==> src/rtl/serial_add_ctrl.sv <==
// Bit-serial adder sequencer: WIDTH cycles per add, LSB first, one shared 1-bit add cell.
// Optional subtract mode is enabled by defining SERIAL_ADD_SUB_EN (adds input port sub).
module serial_add_ctrl #(
    parameter int WIDTH = 4
) (
    input  logic             clk,
    input  logic             rst_n,
    input  logic             start,
    input  logic [WIDTH-1:0] a,
    input  logic [WIDTH-1:0] b,
`ifdef SERIAL_ADD_SUB_EN
    input  logic             sub,
`endif
    output logic [WIDTH-1:0] s,
    output logic             cout,
    output logic             busy,
    output logic             done
);

    localparam int CNT_W = $clog2(WIDTH);

    typedef enum logic [1:0] {
        S_IDLE = 2'd0,
        S_RUN  = 2'd1,
        S_DONE = 2'd2
    } state_t;

    state_t           r_state;
    logic [WIDTH-1:0] r_a_sh;
    logic [WIDTH-1:0] r_b_sh;
    logic [WIDTH-2:0] r_s_sh;
    logic             r_carry;
    logic [CNT_W-1:0] r_cnt;
    logic [WIDTH-1:0] r_s;
    logic             r_cout;
    logic             r_busy;
    logic             r_done;

    logic             w_sub;
    logic             w_bit;
    logic             w_carry;
    logic [WIDTH-1:0] w_s_next;
    logic             w_last;

    // Two half-adder stages; the carry OR merges their generate terms.
    function automatic logic [1:0] half_add(input logic x, input logic y);
        return {x & y, x ^ y};
    endfunction

    function automatic logic [1:0] full_add(input logic x, input logic y, input logic c);
        logic [1:0] ha0;
        logic [1:0] ha1;
        ha0 = half_add(x, y);
        ha1 = half_add(ha0[0], c);
        return {ha0[1] | ha1[1], ha1[0]};
    endfunction

`ifdef SERIAL_ADD_SUB_EN
    assign w_sub = sub;
`else
    assign w_sub = 1'b0;
`endif

    assign {w_carry, w_bit} = full_add(r_a_sh[0], r_b_sh[0], r_carry);
    assign w_s_next         = {w_bit, r_s_sh};
    assign w_last           = (r_cnt == CNT_W'(WIDTH - 1));

    assign s    = r_s;
    assign cout = r_cout;
    assign busy = r_busy;
    assign done = r_done;

    // Sequencer FSM with shifters, carry, counter and registered outputs.
    always_ff @(posedge clk) begin
        if (!rst_n) begin
            r_state <= S_IDLE;
            r_a_sh  <= {WIDTH{1'b0}};
            r_b_sh  <= {WIDTH{1'b0}};
            r_s_sh  <= {(WIDTH-1){1'b0}};
            r_carry <= 1'b0;
            r_cnt   <= {CNT_W{1'b0}};
            r_s     <= {WIDTH{1'b0}};
            r_cout  <= 1'b0;
            r_busy  <= 1'b0;
            r_done  <= 1'b0;
        end else begin
            case (r_state)
                S_IDLE: begin
                    r_done <= 1'b0;
                    if (start) begin
                        r_a_sh  <= a;
                        r_b_sh  <= b ^ {WIDTH{w_sub}};
                        r_carry <= w_sub;
                        r_cnt   <= {CNT_W{1'b0}};
                        r_state <= S_RUN;
                        r_busy  <= 1'b1;
                    end else begin
                        r_busy  <= 1'b0;
                    end
                end
                S_RUN: begin
                    r_a_sh  <= {1'b0, r_a_sh[WIDTH-1:1]};
                    r_b_sh  <= {1'b0, r_b_sh[WIDTH-1:1]};
                    r_s_sh  <= w_s_next[WIDTH-1:1];
                    r_carry <= w_carry;
                    r_cnt   <= r_cnt + CNT_W'(1);
                    if (w_last) begin
                        r_s     <= w_s_next;
                        r_cout  <= w_carry;
                        r_state <= S_DONE;
                        r_done  <= 1'b1;
                    end else begin
                        r_done  <= 1'b0;
                    end
                end
                S_DONE: begin
                    r_state <= S_IDLE;
                    r_busy  <= 1'b0;
                    r_done  <= 1'b0;
                end
                default: begin
                    r_state <= S_IDLE;
                    r_busy  <= 1'b0;
                    r_done  <= 1'b0;
                end
            endcase
        end
    end

endmodule
==> config.mk <==
export PLATFORM = sky130hd
export DESIGN_NAME = serial_add_ctrl
export DESIGN_NICKNAME = d
export VERILOG_FILES = /design/src/rtl/serial_add_ctrl.sv
export SDC_FILE = /design/constraint.sdc
export NUM_CORES = 1
export LEC_CHECK = 0
export CAP_MARGIN = 40
export CORE_ASPECT_RATIO = 1.5
export CORE_MARGIN = 2
export CORE_UTILIZATION = 45
export DETAILED_ROUTE_END_ITERATION = 8
export GPL_TIMING_DRIVEN = 1
export MAX_ROUTING_LAYER = met4
export PLACE_DENSITY = 0.7
export SLEW_MARGIN = 20
export SYNTH_ARGS = -nofsm -noshare
export SYNTH_HDL_FRONTEND = slang
export SYNTH_SLANG_ARGS = --single-unit
==> constraint.sdc <==
create_clock -name clk -period 2.2 [get_ports clk]
set_input_delay 0.44 -clock clk [delete_from_list [all_inputs] [get_ports clk]]
set_output_delay 0.44 -clock clk [all_outputs]
set_load 0.1 [all_outputs]
# After elaboration in Yosys (flattened, before gate mapping)
# Index checks and enable logic that the tools add are counted.
# classes
n_reduce_logical	6
n_mux	14
add_sub_neg	1
n_eq_ne	4
bitwise_logic	5
# ops
op	count
one-hot mux 4 bit (2 select lines)	2
2-to-1 mux 4 bit	2
one-hot mux 2 bit (2 select lines)	2
AND reduction 2 bit	4
2-to-1 mux 2 bit	3
inequality test 2 bit, second input constant	2
one-hot mux 1 bit (2 select lines)	2
2-to-1 mux 1 bit	3
adder 2 x 1 -> 2 bit, second input constant	1
bitwise AND 1 bit	2
equality test 2 x 1 -> 1 bit, second input constant	1
equality test 2 bit, second input constant	1
logical NOT 2 bit	1
nonzero test 2 bit	1
bitwise XOR 1 bit	2
bitwise OR 1 bit	1
# word_totals
ff_bits	23
out_inout_bits	7

# Depth between registers and ports, before layout
# logic_depth
depth_word	4
mapped_depth	5

# Worst setup path after synthesis
# OpenSTA, ideal clock, no wires.
# synth_path
kind	flip-flop to output port
start	register r_busy (netlist: busy)
end	output busy
path_stages_with_launch	1
required_ns	1.760
path_slack_ns	0.836
arrival_time_ns	0.924
cell_sequence	dfxtp_1
# synth_rtl
item	line_no	source
from (decl)	36	logic r_busy;
from (signal assigned)	84	r_busy <= 1'b0;
from (signal assigned)	96	r_busy <= 1'b1;
from (signal assigned)	98	r_busy <= 1'b0;
to (decl)	16	output logic busy,
# No word-level cell between the ends.

# Worst setup path in the final report
# layout_path
start	register r_state[0]
end	register r_s[2] (netlist: s[2])
# layout_between
elab_chain_len	2
# layout_rtl
item	line_no	source
from (decl)	28	state_t r_state;
from (signal assigned)	76	r_state <= S_IDLE;
from (signal assigned)	95	r_state <= S_RUN;
from (signal assigned)	110	r_state <= S_DONE;
equality test 2 x 1 -> 1 bit	87	case (r_state)
AND reduction 2 bit (no source line)	n/a	
to (signal assigned)	82	r_s <= {WIDTH{1'b0}};
to (signal assigned)	108	r_s <= w_s_next;
to (decl)	34	logic [WIDTH-1:0] r_s;
# Every way passes these cells.
# A chain may end at the register's enable or synchronous reset.

==> results.tsv <==
stage	metric	value	unit
sta	worst clock skew on the final layout	0.005610	ns
place	final weighted congestion in routability-driven placement	0.7498	
floorplan	Core Region	2002	µm²
global_routing	via count of the first global-routing pass	695	
sta	final hold violation count	0	
sta	Setup Viol. Count Final	0	
worst_setup_path	Reg2Reg Capture Point	s[2]	
floorplan	die outline area	2465	µm²
synthesis	Seq/Total Area, Yosys	0.4926	
place	post-place instance area	1087	µm²
routing	number of optimization iterations in the first detailed-route pass	4	
power	total chip power	735.7	µW
power	Leakage Power	0.4361	nW
routing	number of nets still failing antenna checks after routing	0	
worst_setup_path	r2r setup slk	0.68	ns
synthesis	Avg Cell Area, Syn	9.441	µm²
global_routing	first-pass GRT wire length	2870	µm
worst_setup_path	highest net fanout along the worst path	12	
final_layout	total non-filler cell area in the finished layout	1114	µm²
routing	via count normalized by instance count	5.372	
final_layout	share of the core filled with cells in the final layout	0.5563	
sta	Final period util	0.6897	
worst_setup_path	data arrival time of the critical path	1.71	ns
routing	WL/cell	12.69	µm
sta	RSZ-0062 raised after global routing	false	
synthesis	summed instance area of the synthesized netlist	934.6	µm²
power	IR drop worst, VDD	0.3723	mV
floorplan	DIE WIDTH	41.21	µm
sta	Max-Slew Margin vs Limit	0.6195	
sta	Hold Slack	0.4742	ns
worst_setup_path	capturing element of the worst setup path	s[2]	
clock_tree	quantity of gates resized following cts	0	
sta	final critical-path required period	1.517	ns
final_layout	number of nets in the layout	129	
outcome	run status	completed	
worst_setup_path	start point of the critical path	r_state[0]	
clock_tree	maximum buffer depth of the clock tree	2	
worst_setup_path	path type of the worst setup path	reg2reg	
worst_setup_path	required time at the endpoint of the critical path	2.39	ns
synthesis	instance count of the mapped netlist	99	
floorplan	initial standard-cell utilization of the core	0.4669	
routing	initial DRC count	10	
synthesis	count of distinct cell types in the synthesized netlist	23	
place	hpwl dp	1336	µm
sta	setup_tns	0	ns
global_routing	largest net degree at the start of global routing	15	
clock_tree	number of hold buffers added after CTS	0	
worst_hold_path	worst min path class	reg2reg	
sta	transition time at the pin with the least slew margin	0.5700	ns
floorplan	Placement Rows	20	
global_routing	antenna violations before repair	0	
sta	final worst-path setup slack	0.6827	ns
floorplan	floorplan die height	59.82	µm
worst_setup_path	Worst setup EP type	flop	
worst_setup_path	CP Launch Type	flop	
clock_tree	number of buffers inserted during clock tree synthesis	3	
clock_tree	CTS clk-pin slew, worst paths	0.12	ns
worst_setup_path	Worst Reg2Reg Path Length in Cells	3	
run	number of max-cap violations	0	
clock_tree	TritonCTS clock tree	yes	
place	dpl ws	0.5989	ns
floorplan	I/O pin count	18	
global_routing	Congestion Overflow GR	0	
clock_tree	clock insertion delay at the later pin of the skew report	0.31	ns
clock_tree	Sinks on Clock Net	23	
final_layout	non-filler instance count after layout	137	
final_layout	synthesis-to-finish area growth	19.14	%
clock_tree	H-tree lvl count	1	
power	total power density per cell area	660.6	nW/µm²
final_layout	number of filler cells placed in the layout	185	
synthesis	synthesized netlist net count	112	
worst_setup_path	beginning of the worst register-to-register path	r_state[0]	
clock_tree	buffers inserted during post-CTS setup optimization	0	
routing	Residual DRC	0	
routing	Total Wirelength	1738	µm
sta	f_max	0.6591	GHz
routing	Via Count	736	
final_layout	layout cells sized above 1	0.1304	
sta	Max Slew Vio Count	0	
clock_tree	clock root cell	sky130_fd_sc_hd__clkbuf_4	
synthesis	synth warn	0	
place	cell total after placement	133	
synthesis	number of flip-flops and latches in the synthesized netlist	23	
final_layout	count of inserted antenna diode cells	0	
global_routing	All-Layer GR Usage	0.1753	
place	number of I/O port buffers	17	
-- final cells by class --
| cell class | count | area, µm² | share of cell area |
|---|---|---|---|
| well taps | 22 | 27.53 | 0.02472 |
| inverters | 1 | 3.754 | 0.003371 |
| repair buffers | 19 | 167.7 | 0.1506 |
| flip-flops and latches | 23 | 460.4 | 0.4135 |
| multi-input cells | 68 | 427.9 | 0.3843 |
| clock buffers | 4 | 26.28 | 0.02360 |
-- cells in the mapped netlist --
library cell,count,area share
sky130_fd_sc_hd__or2_4,1,0.0094
sky130_fd_sc_hd__mux2i_1,9,0.096
sky130_fd_sc_hd__buf_4,1,0.0080
sky130_fd_sc_hd__buf_6,1,0.012
sky130_fd_sc_hd__a21oi_1,2,0.011
sky130_fd_sc_hd__nor2_4,1,0.012
sky130_fd_sc_hd__ha_1,1,0.013
sky130_fd_sc_hd__dfxtp_1,23,0.49
sky130_fd_sc_hd__nand3b_1,1,0.0080
sky130_fd_sc_hd__o22ai_1,4,0.027
sky130_fd_sc_hd__o31ai_1,1,0.0080
sky130_fd_sc_hd__o211ai_1,7,0.056
sky130_fd_sc_hd__nor2_1,6,0.024
sky130_fd_sc_hd__or2_2,1,0.0067
sky130_fd_sc_hd__o21ai_1,6,0.032
sky130_fd_sc_hd__o21ai_0,5,0.027
sky130_fd_sc_hd__nand3_1,5,0.027
sky130_fd_sc_hd__inv_1,1,0.0040
sky130_fd_sc_hd__clkbuf_1,1,0.0040
sky130_fd_sc_hd__buf_2,4,0.021
sky130_fd_sc_hd__nand2_1,13,0.052
sky130_fd_sc_hd__fa_1,1,0.021
sky130_fd_sc_hd__nand2b_1,4,0.027
-- layer usage --
metal	GRT usage	up-vias	share of wire
li1	-	378	-
met1	0.1958	345	0.42
met2	0.2857	8	0.54
met3	0.02230	5	0.025
met4	0.09677	0	0.024
met5	-	-	0
-- where the power goes --
part	switching, mW	leakage (nW)	total [mW]	internal [mW]
clock	0.119	0.0150	0.190	0.0708
sequential	0.0171	0.187	0.451	0.434
combinational	0.0483	0.234	0.0944	0.0461
total	0.185	0.436	0.736	0.551
-- logic make-up (layout without fill, tap and decap cells) --
group | count (synthesis) | count (layout) | synth area share
mux | 9 | 9 | 0.09639
compound gates | 25 | 25 | 0.1606
flops | 23 | 23 | 0.4926
simple gates | 32 | 32 | 0.1660
fa+ha+maj | 2 | 2 | 0.03480
buf+inv | 8 | 24 | 0.04953
-- flip-flops by register name, indices dropped and copies added (netlist names) --
register	cells
done	1
cout	1
r_a_sh	4
r_carry	1
r_cnt	2
busy	1
r_s_sh	3
r_state	2
s	4
r_b_sh	4
-- critical path, cell delays in order, from the launching register on --
cell                       delay, ns
sky130_fd_sc_hd__dfxtp_1        0.70
sky130_fd_sc_hd__nand3b_1       0.42
sky130_fd_sc_hd__nand3_1        0.18
sky130_fd_sc_hd__o21ai_0        0.10
-- worst min path at each step --
stage / endpoint / startpoint / depth (start not counted) / slack, ns
after floorplan: s[0] / r_s_sh[0] / 2 / 0.44
after global placement: s[0] / r_s_sh[0] / 2 / 0.46
after detailed placement: r_a_sh[3] / r_a_sh[3] / 2 / 0.46
after CTS: busy / busy / 2 / 0.48
after global routing: s[0] / r_s_sh[0] / 2 / 0.49
final: s[0] / r_s_sh[0] / 2 / 0.47
-- layout by cell type, fill, tap and decap left out, drive strengths merged, types with 2 or more instances in the layout --
master,instances
a21oi,2
nor2,7
nand2b,4
clkdlybuf4s50,10
buf,9
o22ai,4
nand2,13
or2,2
mux2i,9
o21ai,11
dfxtp,23
clkbuf,4
nand3,5
o211ai,7
(Power assumes the default switching activity.)
